`config.mk`:
```
export PLATFORM = sky130hd
export DESIGN_NAME = switch_nport_rr
export DESIGN_NICKNAME = d
export VERILOG_FILES = /design/src/rtl/switch_nport_rr.sv
export SDC_FILE = /design/constraint.sdc
export NUM_CORES = 1
export LEC_CHECK = 0
export CORE_MARGIN = 8
export CORE_UTILIZATION = 32
export DETAILED_ROUTE_END_ITERATION = 7
export GPL_TIMING_DRIVEN = 0
export PLACE_DENSITY = 0.45
export SYNTH_ARGS = -nofsm -noshare
export SYNTH_HDL_FRONTEND = slang
export SYNTH_SLANG_ARGS = --single-unit
```
`constraint.sdc`:
```
create_clock -name clk -period 18.5 [get_ports clk]
set_input_delay 1.85 -clock clk [delete_from_list [all_inputs] [get_ports clk]]
set_output_delay 1.85 -clock clk [all_outputs]
set_load 0.1 [all_outputs]
```
`src/rtl/switch_nport_rr.sv`:
```
// switch_nport_rr: N-port packet switch with one FIFO per output, valid/ready
// handshakes on both sides, multicast through a target bitmask and round-robin
// fairness between competing inputs.
//
// Optional feature macro: SWITCH_PKT_CNT_EN
//   defined   -> pkt_cnt port present; one saturating 16-bit delivered-packet
//                counter per output, incremented on each dequeue.
//   undefined -> pkt_cnt port and counters absent.
//
// Grant rules: an input is granted only when every output in its mask has
// space and no earlier-scanned input already claimed one of them. Multicast is
// therefore all-or-nothing, and the enqueue to every target happens on a
// single edge.
module switch_nport_rr #(
    parameter int NUM_PORTS  = 4,
    parameter int DATA_W     = 8,
    parameter int FIFO_DEPTH = 8
) (
    input  logic                           clk,
    input  logic                           rst_n,
    input  logic [NUM_PORTS-1:0]           in_valid,
    output logic [NUM_PORTS-1:0]           in_ready,
    input  logic [NUM_PORTS*NUM_PORTS-1:0] in_source,
    input  logic [NUM_PORTS*NUM_PORTS-1:0] in_target,
    input  logic [NUM_PORTS*DATA_W-1:0]    in_data,
    output logic [NUM_PORTS-1:0]           out_valid,
    input  logic [NUM_PORTS-1:0]           out_ready,
    output logic [NUM_PORTS*NUM_PORTS-1:0] out_source,
    output logic [NUM_PORTS*NUM_PORTS-1:0] out_target,
    output logic [NUM_PORTS*DATA_W-1:0]    out_data
`ifdef SWITCH_PKT_CNT_EN
    ,
    output logic [NUM_PORTS*16-1:0]        pkt_cnt
`endif
);

    localparam int IDX_W = (NUM_PORTS > 1) ? $clog2(NUM_PORTS) : 1;
    localparam int PTR_W = (FIFO_DEPTH > 1) ? $clog2(FIFO_DEPTH) : 1;
    localparam int CNT_W = PTR_W + 1;

    localparam logic [IDX_W:0]   NP_V    = (IDX_W + 1)'(NUM_PORTS);
    localparam logic [IDX_W-1:0] LAST_V  = IDX_W'(NUM_PORTS - 1);
    localparam logic [CNT_W-1:0] DEPTH_V = CNT_W'(FIFO_DEPTH);

    // Per-input fields unpacked from the flat buses
    logic [NUM_PORTS-1:0] src_a_s  [NUM_PORTS];
    logic [NUM_PORTS-1:0] tgt_a_s  [NUM_PORTS];
    logic [DATA_W-1:0]    data_a_s [NUM_PORTS];

    // Output FIFO storage and control
    logic [NUM_PORTS-1:0] mem_src_r  [NUM_PORTS][FIFO_DEPTH];
    logic [NUM_PORTS-1:0] mem_tgt_r  [NUM_PORTS][FIFO_DEPTH];
    logic [DATA_W-1:0]    mem_data_r [NUM_PORTS][FIFO_DEPTH];
    logic [PTR_W-1:0]     rd_ptr_r   [NUM_PORTS];
    logic [PTR_W-1:0]     wr_ptr_r   [NUM_PORTS];
    logic [CNT_W-1:0]     count_r    [NUM_PORTS];
    logic [IDX_W-1:0]     rr_ptr_r;

    // Arbitration and enqueue steering
    logic [NUM_PORTS-1:0] space_s;
    logic [NUM_PORTS-1:0] deq_s;
    logic [NUM_PORTS-1:0] grant_s;
    logic [NUM_PORTS-1:0] claimed_s;
    logic                 any_grant_s;
    logic [IDX_W-1:0]     first_idx_s;
    logic [IDX_W-1:0]     rr_next_s;
    logic [NUM_PORTS-1:0] enq_s;
    logic [NUM_PORTS-1:0] enq_src_s  [NUM_PORTS];
    logic [NUM_PORTS-1:0] enq_tgt_s  [NUM_PORTS];
    logic [DATA_W-1:0]    enq_data_s [NUM_PORTS];

    genvar g;
    generate
        for (g = 0; g < NUM_PORTS; g++) begin : g_port
            assign src_a_s[g]  = in_source[g*NUM_PORTS +: NUM_PORTS];
            assign tgt_a_s[g]  = in_target[g*NUM_PORTS +: NUM_PORTS];
            assign data_a_s[g] = in_data[g*DATA_W +: DATA_W];

            // Space comes from the registered count only: no full-FIFO pass-through.
            assign space_s[g]   = (count_r[g] < DEPTH_V);
            assign out_valid[g] = (count_r[g] != {CNT_W{1'b0}});
            assign deq_s[g]     = out_valid[g] & out_ready[g];

            assign out_source[g*NUM_PORTS +: NUM_PORTS] = mem_src_r[g][rd_ptr_r[g]];
            assign out_target[g*NUM_PORTS +: NUM_PORTS] = mem_tgt_r[g][rd_ptr_r[g]];
            assign out_data[g*DATA_W +: DATA_W]         = mem_data_r[g][rd_ptr_r[g]];
        end
    endgenerate

    assign in_ready = grant_s;

    // Round-robin scan from rr_ptr; each grant claims all of its target outputs
    always_comb begin
        logic [IDX_W:0]   sum_v;
        logic [IDX_W-1:0] idx_v;
        grant_s     = {NUM_PORTS{1'b0}};
        claimed_s   = {NUM_PORTS{1'b0}};
        any_grant_s = 1'b0;
        first_idx_s = rr_ptr_r;
        sum_v       = {(IDX_W + 1){1'b0}};
        idx_v       = {IDX_W{1'b0}};
        for (int k = 0; k < NUM_PORTS; k++) begin
            sum_v = {1'b0, rr_ptr_r} + (IDX_W + 1)'(k);
            idx_v = (sum_v >= NP_V) ? IDX_W'(sum_v - NP_V) : IDX_W'(sum_v);
            if (rst_n && in_valid[idx_v] &&
                ((tgt_a_s[idx_v] & ~space_s) == {NUM_PORTS{1'b0}}) &&
                ((tgt_a_s[idx_v] & claimed_s) == {NUM_PORTS{1'b0}})) begin
                grant_s[idx_v] = 1'b1;
                claimed_s      = claimed_s | tgt_a_s[idx_v];
                if (!any_grant_s) begin
                    first_idx_s = idx_v;
                end else begin
                    first_idx_s = first_idx_s;
                end
                any_grant_s = 1'b1;
            end else begin
                grant_s = grant_s;
            end
        end
    end

    // Next round-robin start: one past the first granted input, wrapping at NUM_PORTS
    always_comb begin
        rr_next_s = {IDX_W{1'b0}};
        if (first_idx_s == LAST_V) begin
            rr_next_s = {IDX_W{1'b0}};
        end else begin
            rr_next_s = first_idx_s + IDX_W'(1);
        end
    end

    // Steer the single granted packet (if any) onto each output's write port
    always_comb begin
        logic hit_v;
        hit_v = 1'b0;
        for (int o = 0; o < NUM_PORTS; o++) begin
            enq_s[o]      = 1'b0;
            enq_src_s[o]  = {NUM_PORTS{1'b0}};
            enq_tgt_s[o]  = {NUM_PORTS{1'b0}};
            enq_data_s[o] = {DATA_W{1'b0}};
            for (int i = 0; i < NUM_PORTS; i++) begin
                hit_v         = grant_s[i] & tgt_a_s[i][o];
                enq_s[o]      = enq_s[o] | hit_v;
                enq_src_s[o]  = enq_src_s[o]  | (src_a_s[i]  & {NUM_PORTS{hit_v}});
                enq_tgt_s[o]  = enq_tgt_s[o]  | (tgt_a_s[i]  & {NUM_PORTS{hit_v}});
                enq_data_s[o] = enq_data_s[o] | (data_a_s[i] & {DATA_W{hit_v}});
            end
        end
    end

    // FIFO pointers, occupancy and the round-robin pointer
    always_ff @(posedge clk or negedge rst_n) begin
        if (!rst_n) begin
            rr_ptr_r <= {IDX_W{1'b0}};
            for (int o = 0; o < NUM_PORTS; o++) begin
                rd_ptr_r[o] <= {PTR_W{1'b0}};
                wr_ptr_r[o] <= {PTR_W{1'b0}};
                count_r[o]  <= {CNT_W{1'b0}};
            end
        end else begin
            if (any_grant_s) begin
                rr_ptr_r <= rr_next_s;
            end
            for (int o = 0; o < NUM_PORTS; o++) begin
                if (enq_s[o]) begin
                    wr_ptr_r[o] <= wr_ptr_r[o] + PTR_W'(1);
                end
                if (deq_s[o]) begin
                    rd_ptr_r[o] <= rd_ptr_r[o] + PTR_W'(1);
                end
                case ({enq_s[o], deq_s[o]})
                    2'b10:   count_r[o] <= count_r[o] + CNT_W'(1);
                    2'b01:   count_r[o] <= count_r[o] - CNT_W'(1);
                    default: count_r[o] <= count_r[o];
                endcase
            end
        end
    end

    // FIFO payload storage; contents are meaningless while the FIFO is empty
    always_ff @(posedge clk) begin
        for (int o = 0; o < NUM_PORTS; o++) begin
            if (enq_s[o]) begin
                mem_src_r[o][wr_ptr_r[o]]  <= enq_src_s[o];
                mem_tgt_r[o][wr_ptr_r[o]]  <= enq_tgt_s[o];
                mem_data_r[o][wr_ptr_r[o]] <= enq_data_s[o];
            end
        end
    end

`ifdef SWITCH_PKT_CNT_EN
    logic [15:0] pkt_cnt_r [NUM_PORTS];

    // Saturating delivered-packet counter per output
    always_ff @(posedge clk or negedge rst_n) begin
        if (!rst_n) begin
            for (int o = 0; o < NUM_PORTS; o++) begin
                pkt_cnt_r[o] <= 16'h0000;
            end
        end else begin
            for (int o = 0; o < NUM_PORTS; o++) begin
                if (deq_s[o] && (pkt_cnt_r[o] != 16'hFFFF)) begin
                    pkt_cnt_r[o] <= pkt_cnt_r[o] + 16'h0001;
                end
            end
        end
    end

    generate
        for (g = 0; g < NUM_PORTS; g++) begin : g_cnt
            assign pkt_cnt[g*16 +: 16] = pkt_cnt_r[g];
        end
    endgenerate
`endif

endmodule

```
; ---- Word-level counts from Yosys, hierarchy flattened
; Memories as Yosys holds them, arrays and structs flattened.
; Index checks and enable logic that the tools add are counted.
; W data, S select, Z words.
[op_classes]
addsub = 24
order_cmp = 32
n_eq_ne = 9
muxes = 119
n_bitwise = 141
n_reduce_logical = 34
[op_table]
columns = op, count
row1 = $mux W64, 4
row2 = $and A4 B4 Y4, 39
row3 = $mux W4, 35
row4 = $and A8 B8 Y8, 16
row5 = $mux W32, 4
row6 = $or A4 B4 Y4, 29
row7 = $bmux W4 S3, 8
row8 = $bmux W8 S3, 4
row9 = $demux W8 S3, 4
row10 = $mux W8, 12
row11 = $or A8 B8 Y8, 12
row12 = $demux W4 S3, 4
row13 = $bmux W4 S2, 4
row14 = $ge A4 B4 Y1 const B, 8
row15 = $not A3 Y4, 8
row16 = $pmux W4 S2, 4
row17 = $logic_not A4 Y1, 7
row18 = $add A3 B1 Y3 const B, 8
row19 = $mux W2, 12
row20 = $ge A3 B3 Y1 const B, 7
row21 = $and A1 B1 Y1, 20
row22 = $logic_and A1 B1 Y1, 19
row23 = $add A4 B1 Y4 const B, 4
row24 = $lt A4 B1 Y1 const B, 4
row25 = 19 further kinds, 83
[totals]
regBits = 42
mem_bits_rw = 512
input_bits = 74
out_inout_bits = 72
word_cells = 375
memories = 3
[memory_table]
columns = memory, words, word_bits, rd, rd_clocked_by_memory_dff, write_ports, line
row1 = mem_data_r, 4, 64, 4, 0, 4, 53  ; logic [DATA_W-1:0] mem_data_r [NUM_PORTS][FIFO_DEPTH];
row2 = mem_src_r, 4, 32, 4, 0, 4, 51  ; logic [NUM_PORTS-1:0] mem_src_r [NUM_PORTS][FIFO_DEPTH];
row3 = mem_tgt_r, 4, 32, 4, 0, 4, 52  ; logic [NUM_PORTS-1:0] mem_tgt_r [NUM_PORTS][FIFO_DEPTH];

; ---- Depth between registers and ports, before layout
[depth]
depth_word = 28
mapped_depth = 24
depth_no_buf = 18

; ---- Worst setup path after synthesis
; Ideal clock, no wire load.
[synth_timing]
path_kind = input-to-reg
startpoint = input port in_target[7]
endpoint = memory mem_data_r[3][48] (netlist name) (enable)
setup_time_ns = 0.436
arrival_ns = 6.561
t_required_ns = 18.064
slack_ns = 11.502
stages = 12
path_buffers = 2
cell_sequence = buf_2 mux4_2 a222oi_1 nand2_1 a221oi_4 a311oi_1 o211ai_1 nand4_1 a21boi_1 nor4_4 buf_6 nor4b_1
[synth_rtl]
columns = item, line
row1 = from (decl), 24  ; input logic [NUM_PORTS*NUM_PORTS-1:0] in_target,
row2 = to (decl), 53

; ---- Worst setup path in the final report
[layout_timing]
startpoint = register rr_ptr_r[1]
endpoint = output port in_ready[2]
[layout_between]
elab_chain_len = 22
[layout_rtl]
columns = item, line
row1 = from (decl), 57  ; logic [IDX_W-1:0] rr_ptr_r;
row2 = from (signal assigned), 154  ; rr_ptr_r <= {IDX_W{1'b0}};
row3 = from (signal assigned), 162  ; rr_ptr_r <= rr_next_s;
row4 = $ge A2 B3 Y1 or $sub A2 B1 Y2 (tied branches), 104  ; idx_v = (sum_v >= NP_V) ? IDX_W'(sum_v - NP_V) : IDX_W'(sum_v);
row5 = $mux W2, 104
row6 = $not A2 Y3 (not written as such), "106, 109"
row7 = $bmux W4 S2, "106, 109"
row8 = $mux W4 (not written as such) (2 in a row), "106, 109"
row9 = $and A4 B4 Y4, 106  ; ((tgt_a_s[idx_v] & ~space_s) == {NUM_PORTS{1'b0}}) &&
row10 = $logic_not A4 Y1, 106
row11 = $logic_and A1 B1 Y1, 105  ; if (rst_n && in_valid[idx_v] &&
row12 = [... 5 more ...], -
row13 = $and A4 B4 Y4, 107  ; ((tgt_a_s[idx_v] & claimed_s) == {NUM_PORTS{1'b0}})) begin
row14 = $logic_not A4 Y1, 107
row15 = $logic_and A1 B1 Y1, 106
row16 = $mux W4, 105
row17 = $and A4 B4 Y4, 107
row18 = $logic_not A4 Y1, 107
row19 = $logic_and A1 B1 Y1, 106
row20 = $mux W4 *, 105
row21 = to (decl), 22  ; output logic [NUM_PORTS-1:0] in_ready,
; Every way passes the cells marked *; elsewhere a longest branch is shown, timed or not. The select of a mux whose other input is x is not followed.

==> metrics.cfg <==
[timing]
min_period_ps=8980
relSlewSlack_pct=28.2
tightestPinTransition_ps=1080
rsz0062_at_grt=false
final-hold-violation-count=0
skew_ps=39.0
max_freq_mhz=111
setup_viol=0
slew_violations=0
fin_setup_tns_ps=0
fin_crit_sh_pct=48.5

[drt]
wl_um=70200
drtIter0Drc=1411
drt_pass1_iterations=5
drc_errors=0
drt-vias-per-instance=5.31
post_drt_wl_per_cell_um=26.7
ant_nets=0
via_count=13900

[floorplanning]
start_util_pct=32.2
die_area_um2=85100
ios=146
rows=101
fp.dieH_um=292
core_area_um2=75600
die_w_um=292

[setup_path]
rrSetupSlack_ps=10740
critPathKind=flop to output pin
regToRegEndpoint=count_r[7]
crit_path_end=in_ready[2]
critPathLaunch=rr_ptr_r[1]
worstPathArrival_ps=7130
start_kind=flop
cp.required_ps=16650
r2r_cells=23
worstPathMaxFanout=10
setup.worst_path.end_class=output pin
r2r-start=rr_ptr_r[1]

[final_layout]
stdcell_count=2625
fin_nets=1692
stdcell_area_um2=29800
drive_above_1_share_pct=26.3
syn2layout_area_growth_pct=22.5
layout_common_cells=512 x edfxtp_1, 146 x mux4_2, 144 x clkdlybuf4s50_1
layout_commonest_cell=edfxtp_1

[yosys]
yosysSeqAreaShare_pct=67.5
syn_avg_cell_area_um2=18.4
async_reset_ff_share_pct=7.58
synth_seq_cells=554
syn_area_um2=24300
synth_enable_flop_cells=512
yosysWarningCount=0
syn_inst=1325
postSynthNetCount=1428
yosys_most_used_dff=edfxtp_1
synth_cell_types=64

[global_routing]
grt_max_degree=31
grt_first_pass_wirelength_um=103000
grt_usage_pct=16.3
gr-total-overflow=0
antenna_found_initial=11
first_global_vias=14700

[placed_design]
gp_congestion=0.884
hpwl_um=50800
placedCellCount=2504
placed_cell_area_um2=27800
place.port_buffers=145

[run_status]
status=complete, no violations

[cts]
cts_tree=yes
cts_buffers=61
clock_latency_ps=630
cts_resized=0
cts_root_buffer=clkbuf_16
cts_sinks=554
postCtsHoldBufs=0
cts_setup_buffers=0
cts.htree.levels=2
path_clk_slew_ps=60
cts.path.max_buffers=3

[job]
cap_violations=0

[hold_path]
min_path_type=flop to flop

## kinds of logic (layout without fill, tap and decap cells)
family,Yosys count,in the layout,synth area share [%]
flip-flops,554,554,67.5
multiplexers,237,237,17.7
AO/OA/AOI/OAI,188,188,6.24
AND/OR/NAND/NOR,177,177,3.91
buffers and inverters,103,418,1.77
XOR/XNOR,37,37,1.33
adder cells (fa/ha/maj),29,29,1.55
other,0,7,0
## registers in the layout, indices dropped and copies added (netlist names)
| register | cells |
|---|---|
| count_r | 16 |
| mem_data_r | 256 |
| mem_src_r | 128 |
| mem_tgt_r | 128 |
| rd_ptr_r | 12 |
| rr_ptr_r | 2 |
| wr_ptr_r | 12 |
## through the flow
stage,hold WS [ps],worst slack [ps],utilization [%]
3_5_place_dp,509,9850,36.7
4_1_cts,520,9580,39.4
6_report,524,9520,39.4
3_3_place_gp,495,6350,35.7
5_1_grt,544,9210,39.4
2_1_floorplan,469,11500,-
## critical path, cell delays in order, from the launching register on
cell and delay, ps:
dfrtp_1 400, buf_2 320, clkbuf_1 490, inv_1 300, ha_1 370, buf_6 170, clkbuf_1 500, mux2i_1 270
o32ai_1 100, a211o_1 280, a21oi_1 680, o211a_1 340, nor3b_4 90, a222oi_1 860, nand2_1 260, clkdlybuf4s50_1 1060
## worst min-delay path by stage
stage	start	to	slack [ps]	depth (start not counted)
finish	count_r[10]	count_r[10]	520	2
global route	count_r[4]	count_r[4]	540	1
CTS	count_r[10]	count_r[10]	520	2
detailed placement	count_r[10]	count_r[10]	510	2
global placement	count_r[10]	count_r[10]	490	2
floorplan	count_r[10]	count_r[10]	470	2
## Yosys cell counts (15+ instances only)
cell	n	area [um^2]
mux2i_1	15	150
ha_1	27	338
nand2_1	100	375
dfrtp_1	42	1050
inv_1	18	67.6
buf_1	25	93.8
mux4_2	146	3290
mux2_2	73	822
edfxtp_1	512	15400
a22oi_1	112	841
xnor2_1	24	210
clkbuf_1	48	180
## per-layer routing
| layer | routed length [um] | global-route usage (%) |
|---|---|---|
| met1 | 30200 | 21.7 |
| met2 | 34100 | 27.2 |
| met3 | 4060 | 3.35 |
| met4 | 1770 | 4.23 |
| met5 | 65 | 0 |
## final cells by class
type / instances / area, um^2
fill: 6944 / 45800
sequential: 554 / 16400
multi-input combinational: 668 / 7700
timing repair buffer: 201 / 1970
clock buffer: 69 / 1560
tap: 978 / 1220
clock inverter: 45 / 453
buffer: 84 / 359
inverter: 19 / 71.3
antenna: 7 / 17.5
Power is not shown: default switching activity piles up to over one toggle a cycle in this logic, so the estimate is an artifact.
